`config.mk`:
```
export PLATFORM = sky130hd
export DESIGN_NAME = seg_scan_mux
export DESIGN_NICKNAME = d
export VERILOG_FILES = /design/src/rtl/seg_pkg.sv /design/src/rtl/seg_hex7_dec.sv /design/src/rtl/seg_scan_mux.sv
export SDC_FILE = /design/constraint.sdc
export NUM_CORES = 1
export LEC_CHECK = 0
export BUFFER_PORTS_ARGS = -buffer_cell sky130_fd_sc_hd__buf_2
export CORE_UTILIZATION = 40
export DETAILED_ROUTE_END_ITERATION = 7
export GPL_TIMING_DRIVEN = 0
export HOLD_SLACK_MARGIN = 0.1
export PLACE_DENSITY = 0.6
export SYNTH_ARGS = -nofsm -noshare
export SYNTH_HDL_FRONTEND = slang
export SYNTH_SLANG_ARGS = --single-unit
export TNS_END_PERCENT = 50
```
`constraint.sdc`:
```
create_clock -name clk -period 7.1 [get_ports clk]
set_input_delay 0.355 -clock clk [delete_from_list [all_inputs] [get_ports clk]]
set_output_delay 0.355 -clock clk [all_outputs]
set_load 0.1 [all_outputs]
```
`src/rtl/seg_pkg.sv`:
```
// Shared types and helpers for the multiplexed 7-segment display blocks.
// Holds the hex glyph table, the scan state encoding and the anode select helper.
package seg_pkg;

  localparam logic [7:0] SEG_BLANK = 8'hFF;

  typedef enum logic [1:0] {
    ST_IDLE,
    ST_GUARD,
    ST_SHOW
  } seg_state_e;

  // Active-low {g,f,e,d,c,b,a} glyphs for 0-F.
  function automatic logic [6:0] hex7(input logic [3:0] n);
    logic [6:0] s;
    case (n)
      4'h0: s = 7'b1000000;
      4'h1: s = 7'b1111001;
      4'h2: s = 7'b0100100;
      4'h3: s = 7'b0110000;
      4'h4: s = 7'b0011001;
      4'h5: s = 7'b0010010;
      4'h6: s = 7'b0000010;
      4'h7: s = 7'b1111000;
      4'h8: s = 7'b0000000;
      4'h9: s = 7'b0010000;
      4'hA: s = 7'b0001000;
      4'hB: s = 7'b0000011;
      4'hC: s = 7'b1000110;
      4'hD: s = 7'b0100001;
      4'hE: s = 7'b0000110;
      default: s = 7'b0001110;
    endcase
    return s;
  endfunction

  function automatic logic [15:0] an_sel(input logic [3:0] idx);
    return ~(16'h0001 << idx);
  endfunction

endpackage

```
`src/rtl/seg_hex7_dec.sv`:
```
// Nibble + decimal point + blank -> active-low {dp,g,f,e,d,c,b,a}.
// Blank darkens the glyph only; the point follows point_i.
module seg_hex7_dec
  import seg_pkg::*;
(
  input  logic [3:0] nib_i,
  input  logic       point_i,
  input  logic       blank_i,
  output logic [7:0] code_o
);

  logic [6:0] glyph;

  always_comb begin
    glyph = hex7(nib_i);
    if (blank_i) glyph = 7'h7F;
  end

  assign code_o = {~point_i, glyph};

endmodule

```
`src/rtl/seg_scan_mux.sv`:
```
// Self-scanning multiplexed 7-segment controller with guard blanking and blink.
// Optional leading-zero blanking in text mode when SEG_LZB_EN is defined.
module seg_scan_mux
  import seg_pkg::*;
#(
  parameter int DIGITS       = 8,
  parameter int SCAN_DIV     = 100000,
  parameter int GUARD        = 16,
  parameter int BLINK_FRAMES = 64
) (
  input  logic                        clk,
  input  logic                        rst_n,
  input  logic                        en,
  input  logic                        text,
  input  logic [4*DIGITS-1:0]         hex_data,
  input  logic [8*DIGITS-1:0]         raw_seg,
  input  logic [DIGITS-1:0]           points,
  input  logic [DIGITS-1:0]           blink,
  output logic [7:0]                  segment,
  output logic [DIGITS-1:0]           an,
  output logic [$clog2(DIGITS)-1:0]   digit_idx,
  output logic                        frame_done
);

  localparam int IW = $clog2(DIGITS);
  localparam int CW = $clog2(SCAN_DIV);
  localparam int FW = (BLINK_FRAMES > 1) ? $clog2(BLINK_FRAMES) : 1;

  seg_state_e state_q, state_d;
  logic [CW-1:0] cnt_q, cnt_d;
  logic [IW-1:0] idx_q, idx_d;
  logic [FW-1:0] frm_q, frm_d;
  logic          ph_q, ph_d;
  logic          fd_q, fd_d;
  logic [DIGITS-1:0] an_q, an_d;
  logic [7:0]    seg_q, seg_d;
  logic          cap;

  logic [4*DIGITS-1:0] hex_q, hex_d;
  logic [8*DIGITS-1:0] raw_q, raw_d;
  logic [DIGITS-1:0]   pts_q, pts_d;
  logic [DIGITS-1:0]   blk_q, blk_d;
  logic                txt_q, txt_d;

  logic [3:0] nib;
  logic [7:0] raw_byte;
  logic [7:0] hex_code;
  logic       blank;

  always_comb begin
    state_d = state_q;
    cnt_d   = cnt_q;
    idx_d   = idx_q;
    frm_d   = frm_q;
    ph_d    = ph_q;
    fd_d    = 1'b0;
    cap     = 1'b0;
    if (!en) begin
      state_d = ST_IDLE;
      cnt_d   = '0;
      idx_d   = '0;
    end else begin
      unique case (state_q)
        ST_IDLE: begin
          cap     = 1'b1;
          idx_d   = '0;
          cnt_d   = '0;
          state_d = ST_GUARD;
        end
        ST_GUARD: begin
          cnt_d = cnt_q + 1'b1;
          if (cnt_q == CW'(GUARD - 1)) state_d = ST_SHOW;
        end
        ST_SHOW: begin
          if (cnt_q == CW'(SCAN_DIV - 1)) begin
            cnt_d   = '0;
            state_d = ST_GUARD;
            if (idx_q == IW'(DIGITS - 1)) begin
              idx_d = '0;
              fd_d  = 1'b1;
              cap   = 1'b1;
              if (frm_q == FW'(BLINK_FRAMES - 1)) begin
                frm_d = '0;
                ph_d  = ~ph_q;
              end else begin
                frm_d = frm_q + 1'b1;
              end
            end else begin
              idx_d = idx_q + 1'b1;
            end
          end else begin
            cnt_d = cnt_q + 1'b1;
          end
        end
        default: state_d = ST_IDLE;
      endcase
    end
  end

  // Shadow next-state feeds the decoder so a fresh capture is shown at once.
  assign hex_d = cap ? hex_data : hex_q;
  assign raw_d = cap ? raw_seg  : raw_q;
  assign pts_d = cap ? points   : pts_q;
  assign blk_d = cap ? blink    : blk_q;
  assign txt_d = cap ? text     : txt_q;

  assign nib      = hex_d[{idx_d, 2'b00} +: 4];
  assign raw_byte = raw_d[{idx_d, 3'b000} +: 8];

`ifdef SEG_LZB_EN
  logic [DIGITS-1:0] lzb_q, lzb_d, lzb_n;
  logic              lz_run;

  always_comb begin
    lz_run = 1'b1;
    lzb_n  = '0;
    for (int i = DIGITS - 1; i >= 1; i--) begin
      lz_run   = lz_run & (hex_data[4*i +: 4] == 4'h0);
      lzb_n[i] = lz_run;
    end
  end

  assign lzb_d = cap ? lzb_n : lzb_q;
  assign blank = (blk_d[idx_d] & ph_d) | lzb_d[idx_d];

  always_ff @(posedge clk or negedge rst_n) begin
    if (!rst_n) lzb_q <= '0;
    else        lzb_q <= lzb_d;
  end
`else
  assign blank = blk_d[idx_d] & ph_d;
`endif

  seg_hex7_dec u_dec (
    .nib_i   (nib),
    .point_i (pts_d[idx_d]),
    .blank_i (blank),
    .code_o  (hex_code)
  );

  always_comb begin
    seg_d = SEG_BLANK;
    an_d  = '1;
    if (state_d != ST_IDLE) seg_d = txt_d ? hex_code : raw_byte;
    if (state_d == ST_SHOW) an_d = DIGITS'(an_sel(4'(idx_d)));
  end

  always_ff @(posedge clk or negedge rst_n) begin
    if (!rst_n) begin
      state_q <= ST_IDLE;
      cnt_q   <= '0;
      idx_q   <= '0;
      frm_q   <= '0;
      ph_q    <= 1'b0;
      fd_q    <= 1'b0;
      an_q    <= '1;
      seg_q   <= SEG_BLANK;
      hex_q   <= '0;
      raw_q   <= '0;
      pts_q   <= '0;
      blk_q   <= '0;
      txt_q   <= 1'b0;
    end else begin
      state_q <= state_d;
      cnt_q   <= cnt_d;
      idx_q   <= idx_d;
      frm_q   <= frm_d;
      ph_q    <= ph_d;
      fd_q    <= fd_d;
      an_q    <= an_d;
      seg_q   <= seg_d;
      hex_q   <= hex_d;
      raw_q   <= raw_d;
      pts_q   <= pts_d;
      blk_q   <= blk_d;
      txt_q   <= txt_d;
    end
  end

  assign segment    = seg_q;
  assign an         = an_q;
  assign digit_idx  = idx_q;
  assign frame_done = fd_q;

endmodule

```
# --- Yosys cells after proc, flatten, opt, wreduce, memory -nomap -nowiden ---
# Memories as Yosys holds them, arrays and structs flattened.
# Cells that the tools add are included.
op_classes:
  add_sub_neg: 3
  magnitude_cmp: 1
  eq_ne: 8
  shift: 3
  muxes: 36
  n_bitwise: 4
  reduce_logical: 3
ops:
  columns: ["cell", "count"]
  rows:
  - ["64-bit two-way mux", 1]
  - ["64-bit by 7-bit indexed part select with 8-bit output", 1]
  - ["17-bit one-hot mux with 3 select lines", 1]
  - ["8-bit two-way mux", 5]
  - ["17-bit two-way mux", 2]
  - ["32-bit two-way mux", 1]
  - ["32-bit by 6-bit indexed part select with 4-bit output", 1]
  - ["17-bit by 1-bit adder with 17-bit output, second input constant", 1]
  - ["17-bit equality test, second input constant", 1]
  - ["17-bit by 4-bit equality test with 1-bit output, second input constant", 1]
  - ["1-bit two-way mux", 13]
  - ["3-bit two-way mux", 3]
  - ["8-bit NOT", 1]
  - ["1-bit by 3-bit << shifter with 8-bit output, first input constant", 1]
  - ["7-bit two-way mux", 1]
  - ["6-bit by 1-bit adder with 6-bit output, second input constant", 1]
  - ["1-bit binary-select mux with 3-bit select", 2]
  - ["6-bit equality test, second input constant", 1]
  - ["2-bit two-way mux", 3]
  - ["6-bit two-way mux", 1]
  - ["2-bit one-hot mux with 3 select lines", 1]
  - ["3-bit one-hot mux with 2 select lines", 1]
  - ["2-bit equality test, second input constant", 2]
  - ["3-bit by 4-bit less-than comparator with 1-bit output, second input constant", 1]
  - ["other kinds (10)", 11]
totals:
  regBits: 159
  rom_bits: 112
  inputBits: 116
  out_inout_bits: 20
  word_cells: 72
  mem_count: 1
memory_table:
  columns: ["name", "depth", "width", "rd", "rd_clocked_by_memory_dff", "write_ports", "line_no", "text"]
  rows:
  - ["(no name shown)", 16, 7, 1, 0, 0, "seg_pkg.sv:16", "case (n)"]

# --- Longest topological paths before layout ---
# Gate-level depths: netlist (run 1).
logic_depth:
  ltp_word: 12
  depth_mapped: 18
  depth_no_buf: 15

# --- Hierarchy ---
# Synthesis (run 1) repeated with hierarchy kept, for this count alone.
hier_totals:
  cells_unflattened: 676
  hier_area_um2: 7963.9
modules_own_cells:
  columns: ["module", "n_inst", "cells_per_inst", "area_per_inst_um2", "seq_area_each_um2"]
  rows:
  - ["seg_scan_mux", 1, 640, 7664.9, 3998.8]
  - ["seg_hex7_dec", 1, 36, 299.0, 0.0]

# --- Least setup slack after synthesis (run 1) ---
# Ideal clock, no wire load.
synth_timing:
  path_kind: "reg-to-reg"
  start: "register idx_q[1], in the netlist digit_idx[1]"
  end: "register seg_q[3], in the netlist segment[3]"
  setup_ns: 0.098
  arrival_time_ns: 3.793
  required_ns: 7.002
  path_slack_ns: 3.209
  path_stages_with_launch: 16
  n_path_buf: 1
  synth_period_minus_slack_ns: 3.891
  cell_sequence: "dfrtp_1 > ha_1 > ha_1 > and3_1 > nand3_2 > o22ai_4 > buf_2 > mux2_2 > mux2_2 > mux2i_1 > mux2_2 > inv_1 > ha_1 > mux2_2 > mux2i_1 > a22oi_1"
synth_via:
  elab_cells_between_ends: 27
  classes_between: "1 x add/sub; 1 x eq/ne; 2 x shift; 21 x mux; 1 x bitwise; 1 x memory"
synth_lines:
  columns: ["item", "line_no", "text"]
  rows:
  - ["from (decl)", "seg_scan_mux.sv:31", "logic [IW-1:0] idx_q, idx_d;"]
  - ["from (signal assigned)", "seg_scan_mux.sv:166", "idx_q <= idx_d;"]
  - ["3-bit equality test", "seg_scan_mux.sv:78", "if (idx_q == IW'(DIGITS - 1)) begin"]
  - ["1-bit two-way mux", "seg_scan_mux.sv:78", null]
  - ["1-bit two-way mux", "seg_scan_mux.sv:75", "if (cnt_q == CW'(SCAN_DIV - 1)) begin"]
  - ["1-bit one-hot mux with 2 select lines", "seg_scan_mux.sv:63", "unique case (state_q)"]
  - ["1-bit two-way mux", "seg_scan_mux.sv:58", "if (!en) begin"]
  - ["32-bit two-way mux", "seg_scan_mux.sv:101", "assign hex_d = cap ? hex_data : hex_q;"]
  - ["named net hex_d[12]", "seg_scan_mux.sv:39", "logic [4*DIGITS-1:0] hex_q, hex_d;"]
  - ["32-bit by 6-bit indexed part select with 4-bit output", "seg_scan_mux.sv:107", "assign nib = hex_d[{idx_d, 2'b00} +: 4];"]
  - ["memory 16 x 7 bit", null, null]
  - ["7-bit two-way mux", "seg_hex7_dec.sv:16", "if (blank_i) glyph = 7'h7F;"]
  - ["8-bit two-way mux (2 in series)", "seg_scan_mux.sv:144", "if (state_d != ST_IDLE) seg_d = txt_d ? hex_code : raw_byte;"]
  - ["named net seg_d[3]", "seg_scan_mux.sv:36", "logic [7:0] seg_q, seg_d;"]
  - ["to (signal assigned)", "seg_scan_mux.sv:171", "seg_q <= seg_d;"]
  - ["to (decl)", "seg_scan_mux.sv:36", null]
# The timed path passes the listed nets, and every way through them passes these cells. The select of a mux whose other input is x is not followed.
# A chain may end at the register's enable or synchronous reset.

# --- Worst setup path after layout (run 1) ---
layout_timing:
  start: "register state_q[0]"
  end: "register seg_q[7], in the netlist segment[7]"
layout_via:
  elab_chain_cells: 9
  elab_cells_between_ends: 21
  classes_between: "2 x eq/ne; 1 x shift; 15 x mux; 1 x bitwise; 2 x reduce/logical"
layout_rtl:
  columns: ["item", "line_no", "text"]
  rows:
  - ["from (decl)", "seg_scan_mux.sv:29", "seg_state_e state_q, state_d;"]
  - ["from (signal assigned)", "seg_scan_mux.sv:164", "state_q <= state_d;"]
  - ["parallel branches: the longest is 8 deep, another holds 64-bit two-way mux", null, null]
  - ["8-bit two-way mux *", "seg_scan_mux.sv:144", null]
  - ["named net seg_d[7]", "seg_scan_mux.sv:36", null]
# Mark *: on every way through the listed nets, which the timed path passes. The select of a mux whose other input is x is not followed.

==> flow_summary.toml, run 1 <==
[clock_tree]
cts_hold_buf = 1
clkSlewWorstSetupHoldPaths_ns = 0.07
ctsRootBufferMaster = "clkbuf_16"
insertion_delay_ns = 0.43
htreeDepth = 4
cts_tree = "yes"
post_cts_resized = 0
cts_buffers = 17
cts.sinks = 159
cts_max_path_buffers = 2
cts_setup_buffers = 0

[logic_synthesis]
synth.top_cell.area_share = 0.454
yosysTopAreaCell = "dfrtp_1"
synth-seq-cells = 159
synth_area_mm2 = 0.00788
synth_ff_type = "dfrtp_1"
synthArstFlopShare = 1.00
synth_cell_types = 74
synthTopCellsByArea = "dfrtp_1, mux2_2, dfstp_2"
syn_nets = 790
synth_edf_count = 0
synth.cells.most_frequent = "dfrtp_1, mux2_2, nor2_1"
synth_cells = 660
synth_warnings = 0
synth_seq_area_share = 0.508
yosysMostFrequentCell = "dfrtp_1"
avgSynthCellArea_um2 = 11.9

[sta]
setup_violations = 0
relSlewSlack = 0.396
fmax_mhz = 250
min_period_ns = 3.99
fin_skew_ns = 0.0115
fin_crit_sh = 0.563
final_hold_viol_count = 0
finalMaxSlewViolations = 0
tns_ns = 0
rsz0062_at_grt = "false"
worstMarginPinSlew_ns = 0.899

[final_layout]
drive_gt1_frac = 0.419
utilization = 0.501
fin_nets = 946
synthToLayoutAreaGrowth_pct = 20.9
n_antenna_cell = 0

[grt]
grt_max_degree = 94
grt_pass1_vias = 5810
grtUsageTotal = 0.201
grt_antenna_before_repair = 0
grt_pass1_wl_um = 30900
grt_overflow = 0

[floorplan]
die_w_um = 142
fp.dieH_um = 142
rows = 50
core-area_mm2 = 0.0190
dieArea_mm2 = 0.0203
ioPinCount = 136
start_util = 0.414

[setup_path]
rr_worst_depth = 17
crit_type = "flop to flop"
required_ns = 7.42
reg2reg_to = "segment[7]"
r2r_slack_ns = 3.11
critPathLaunchType = "flop"
crit_arrival_ns = 4.31
crit-reg2reg-launch = "state_q[0]"
critPathMaxFanout = 10
end_kind = "flop"

[placement]
portBuffers = 135
dp_hpwl_um = 14400
gp_congestion = 0.819

[drt]
vias = 5661
wl_per_cell_um = 18.0
ant_nets = 0
drt_iter0_drc = 263
routed_wirelength_um = 19600
drc = 0
drt-pass1-iter-count = 4
avgViaCountPerCell = 5.20

[min_path]
min_path_type = "primary input to flop"
min_from = "raw_seg[25]"
hold_depth = 2
hold_path_end = "raw_q[25]"

[power_and_ir_drop]
p_leak_nw = 4.27
p_per_area_mw_per_mm2 = 253
ir_worst_vdd_mv = 0.170

[run_status]
status = "complete, no violations"

[run]
max_cap_violations = 0
## sequential cells by signal (all words and copies together) (netlist names), 3 cells and up
| register | flops |
|---|---|
| raw_q | 64 |
| hex_q | 32 |
| cnt_q | 17 |
| an | 8 |
| blk_q | 8 |
| pts_q | 8 |
| segment | 8 |
| frm_q | 6 |
| digit_idx | 3 |
## per-stage QoR
step / worst slack, ns / instances / hold slack (ns) / total power (W) / cell area, um2
after CTS: 3.06 / 1089 / 0.163 / 0.00243 / 9520
after detailed placement: 3.10 / 1056 / 0.411 / 0.00150 / 8910
after global routing: 2.66 / 1089 / 0.158 / 0.00251 / 9530
final: 3.11 / 1089 / 0.173 / 0.00241 / 9530
after floorplan: 3.21 / 660 / 0.0594 / 0.00136 / 7880
after global placement: 3.17 / 1055 / 0.466 / 0.00147 / 8880
## layer usage
layer | GRT usage | vias up | part of all wire
li1 | - | 2689 | -
met3 | 0.0431 | 18 | 0.052
met2 | 0.323 | 106 | 0.48
met4 | 0.0600 | 0 | 0.012
met1 | 0.272 | 2848 | 0.45
met5 | 0 | - | 0
## worst max-delay path, stage by stage (launching register included)
cell	delay, ns
dfrtp_1	0.43
inv_1	0.11
ha_1	0.17
buf_2	0.22
and3_1	0.24
nand3_2	0.13
o22ai_4	0.28
buf_6	0.21
buf_4	0.21
buf_4	0.21
mux2i_1	0.26
clkbuf_1	0.35
clkbuf_1	0.40
o21ai_0	0.14
o21ai_0	0.21
nand2_1	0.08
nand3_1	0.11
o311ai_1	0.11
## kinds of logic after synthesis
kind of cell | share of synthesized area
and+or+nand+nor | 0.106
DFF | 0.508
muxes | 0.220
AOI/OAI and AO/OA | 0.0944
buffers and inverters | 0.0329
xor gates and xnor gates | 0.0167
adders and majority gates | 0.0222
## power breakdown
group          leakage (nW)  total, W  internal (W)  switching, W
clock network         0.289  0.000931      0.000537      0.000394
logic                  2.07  0.000431      0.000190      0.000240
registers              1.91   0.00105       0.00102     0.0000280
total                  4.27   0.00241       0.00175      0.000662
## cell type report
class / count / area (um2)
Buffer: 32 / 185
Clock buffer: 19 / 443
Clock inverter: 13 / 155
Fill cell: 1771 / 9490
Inverter: 19 / 73.8
Multi-Input combinational cell: 450 / 3630
Sequential cell: 159 / 4000
Tap cell: 260 / 325
Timing Repair Buffer: 137 / 719
## worst max-delay path by stage
stage,startpoint,end,slack [ns],cells past startpoint
final,state_q[0],segment[7],3.11,17
after global routing,state_q[0],segment[7],2.66,17
after CTS,state_q[0],segment[7],3.06,17
after detailed placement,state_q[0],segment[7],3.10,17
after global placement,state_q[0],segment[7],3.17,17
after floorplan,digit_idx[1],segment[3],3.21,15
## cells in the final DEF (no fill, tap or decap), types with 8 or more instances in the layout
| master | n |
|---|---|
| buf_2 | 144 |
| clkbuf_1 | 12 |
| clkbuf_16 | 17 |
| dfrtp_1 | 143 |
| dfstp_2 | 16 |
| ha_1 | 14 |
| inv_1 | 15 |
| mux2_2 | 118 |
| mux2i_1 | 35 |
| nand2_1 | 43 |
| nand2b_1 | 8 |
| nand3_1 | 20 |
| nor2_1 | 45 |
| o211ai_1 | 15 |
| o21ai_0 | 24 |
| xnor2_1 | 8 |
No activity file was read; power rests on OpenSTA's default activity.
==> run 2: changes to the inputs <==
- ABC_AREA: default -> 1
- clock period: 7.1 -> 3.9 ns (I/O delays scaled with it)
==> run 2 against run 1 <==
  * Highest routed layer unchanged
  * Flip-flop and latch count unchanged
  * First-iteration DRC count increased by 65%
  * Routed wire length increased by 20%
==> flow_summary.toml, run 2 <==
[run_status]
status = "complete, no violations"

[sta]
fin_skew_ns = 0.0108
final_hold_viol_count = 0
fin_ws_ns = 0.672
tns_ns = 0
fmax_mhz = 310
worstMarginPinSlew_ns = 0.651
rsz0062_at_grt = "false"
fin_crit_sh = 0.828
min_period_ns = 3.23
relSlewSlack = 0.563
finalMaxSlewViolations = 0
setup_violations = 0
holdWs_ns = 0.111

[logic_synthesis]
synth.cells.most_frequent = "nand2_1, dfrtp_1, nand3_1"
synthTopCellsByArea = "dfrtp_1, nand2_1, nand3_1"
synthArstFlopShare = 1.00
yosysTopAreaCell = "dfrtp_1"
synth_edf_count = 0
synth_ff_type = "dfrtp_1"
synth_warnings = 0
avgSynthCellArea_um2 = 7.99
synth_area_mm2 = 0.00822
yosysMostFrequentCell = "nand2_1"
synth-seq-cells = 159
syn_nets = 1159
synth_seq_area_share = 0.487
synth_cells = 1029
synth_cell_types = 48
synth.top_cell.area_share = 0.436

[drt]
ant_nets = 0
drt-pass1-iter-count = 5
avgViaCountPerCell = 4.90
wl_per_cell_um = 14.9
drc = 0
drt_iter0_drc = 433
routed_wirelength_um = 23600
vias = 7733

[setup_path]
critical-path-max-stage-delay_ns = 0.40
crit_arrival_ns = 3.57
critical_path.top_delay_family = "simple AND/OR/NAND/NOR gates"
r2r_slack_ns = 0.67
end_kind = "flop"
slowest_stage = "dfrtp_1"
rr_worst_depth = 21
reg2reg_to = "segment[3]"
critPathMaxFanout = 10
crit_start = "state_q[0]"
crit-reg2reg-launch = "state_q[0]"
critPathLaunchType = "flop"
crit_buf_inv = 4
required_ns = 4.24
cp_cell_sequence = "inv_1, ha_1, inv_2, nor3_2, nand3_4, clkbuf_1, nand3_1, nand2_1, nand2_1, nand2_1, nand2_1, nand3_1, o21ai_2, inv_1, ha_1, nand3_1, nand2_1, nand2_1, nand3_1, nand2_1, nand2_1"
cp_common_cell = "nand2_1"
worst-path-stages = 21
crit_type = "flop to flop"

[final_layout]
regArea_mm2 = 0.00400
largest_reg_flops = 64
nFillCells = 1910
synthToLayoutAreaGrowth_pct = 33.3
top_register = "raw_q"
final_common_cell = "nand2_1"
final_cell_mix = "nand2_1, buf_2, dfrtp_1"
drive_gt1_frac = 0.215
multi_input_area_mm2 = 0.00355
top_regs = "raw_q: 64 flops, hex_q: 32 flops, cnt_q: 17 flops"
stdcell_area_mm2 = 0.0110
fin_nets = 1423

[floorplan]
die_w_um = 145
start_util = 0.407
core-area_mm2 = 0.0202
ioPinCount = 136
dieArea_mm2 = 0.0211
rows = 52
fp.dieH_um = 145

[min_path]
min_path_type = "primary input to flop"
min_from = "raw_seg[52]"
hold_path_end = "raw_q[52]"
hold_depth = 5

[grt]
grt_antenna_before_repair = 0
grt_max_degree = 115
grt_pass1_wl_um = 38900
grt_pass1_vias = 7728
grtUsageTotal = 0.233
grt_overflow = 0

[power_and_ir_drop]
p_per_area_mw_per_mm2 = 402
p_leak_nw = 5.57
ir_worst_vdd_mv = 0.285

[clock_tree]
htreeDepth = 4
post_cts_resized = 0
cts.sinks = 159
ctsRootBufferMaster = "clkbuf_16"
cts_max_path_buffers = 2
insertion_delay_ns = 0.43
cts_hold_buf = 110
clkSlewWorstSetupHoldPaths_ns = 0.06
cts_buffers = 17
cts_tree = "yes"
cts_setup_buffers = 0

[placement]
placed_area_mm2 = 0.00926
pre_cts_ws_ns = 0.717
dp_hpwl_um = 15700
portBuffers = 134
gp_congestion = 0.848

[run]
max_cap_violations = 0
-- run 2: cell types whose count changed after synthesis, sizes merged, moves of 14 or more --
cell | before | now
nand2 | 44 | 413
nand3 | 22 | 139
mux2 | 123 | 7
inv | 18 | 86
mux2i | 35 | 2
buf | 21 | 43
o211ai | 15 | 1
-- run 2: how the worst max path moves through the flow --
| stage | endpoint |
|---|---|
| 5_1_grt | segment[3] |
| 3_3_place_gp | pts_q[5] |
| 4_1_cts | segment[3] |
| 6_report | segment[3] |
| 2_1_floorplan | segment[0] |
| 3_5_place_dp | segment[3] |
-- run 2: cell type report --
| cell class | instances | share of cell area |
|---|---|---|
| Buffer | 51 | 0.0310 |
| Timing Repair Buffer | 245 | 0.165 |
| Antenna cell | 1 | 0.000228 |
| Clock inverter | 15 | 0.0148 |
| Clock buffer | 17 | 0.0388 |
| Tap cell | 270 | 0.0308 |
| Multi-Input combinational cell | 731 | 0.324 |
| Inverter | 88 | 0.0302 |
| Sequential cell | 159 | 0.365 |
-- run 2: kinds of logic (layout without fill, tap and decap cells) --
family / after synthesis / after routing / synth area share
fa+ha+maj: 14 / 14 / 0.0213
other cells: 0 / 1 / 0
simple gates: 639 / 639 / 0.342
mux: 9 / 9 / 0.0120
compound gates: 60 / 60 / 0.0469
flops: 159 / 159 / 0.487
xor+xnor: 9 / 9 / 0.00959
buf+inv: 139 / 416 / 0.0815
-- run 2: through the flow --
step | power (W) | std cells | util
after floorplan | 0.00242 | 1029 | -
after global placement | 0.00264 | 1433 | 0.457
after detailed placement | 0.00266 | 1434 | 0.459
after CTS | 0.00443 | 1576 | 0.543
after global routing | 0.00462 | 1576 | 0.543
final | 0.00440 | 1577 | 0.543
-- run 2: where the power goes --
part | total, W | switching (W) | leakage, nW | internal (W)
logic | 0.000824 | 0.000501 | 3.33 | 0.000323
registers | 0.00189 | 0.0000550 | 1.95 | 0.00184
clock network | 0.00168 | 0.000730 | 0.286 | 0.000953
total | 0.00440 | 0.00129 | 5.57 | 0.00311
-- run 2: routing by layer --
layer | vias up | GRT usage | share of wire
met5 | - | 0 | 0
met2 | 169 | 0.389 | 0.49
met3 | 38 | 0.0371 | 0.031
met4 | 0 | 0.0732 | 0.024
met1 | 3704 | 0.310 | 0.46
li1 | 3822 | - | -
-- run 2: tightest hold or removal path: stages --
cell,delay [ns]
buf_2,0.07
inv_1,0.05
nand2_1,0.06
o21ai_1,0.05
inv_1,0.07
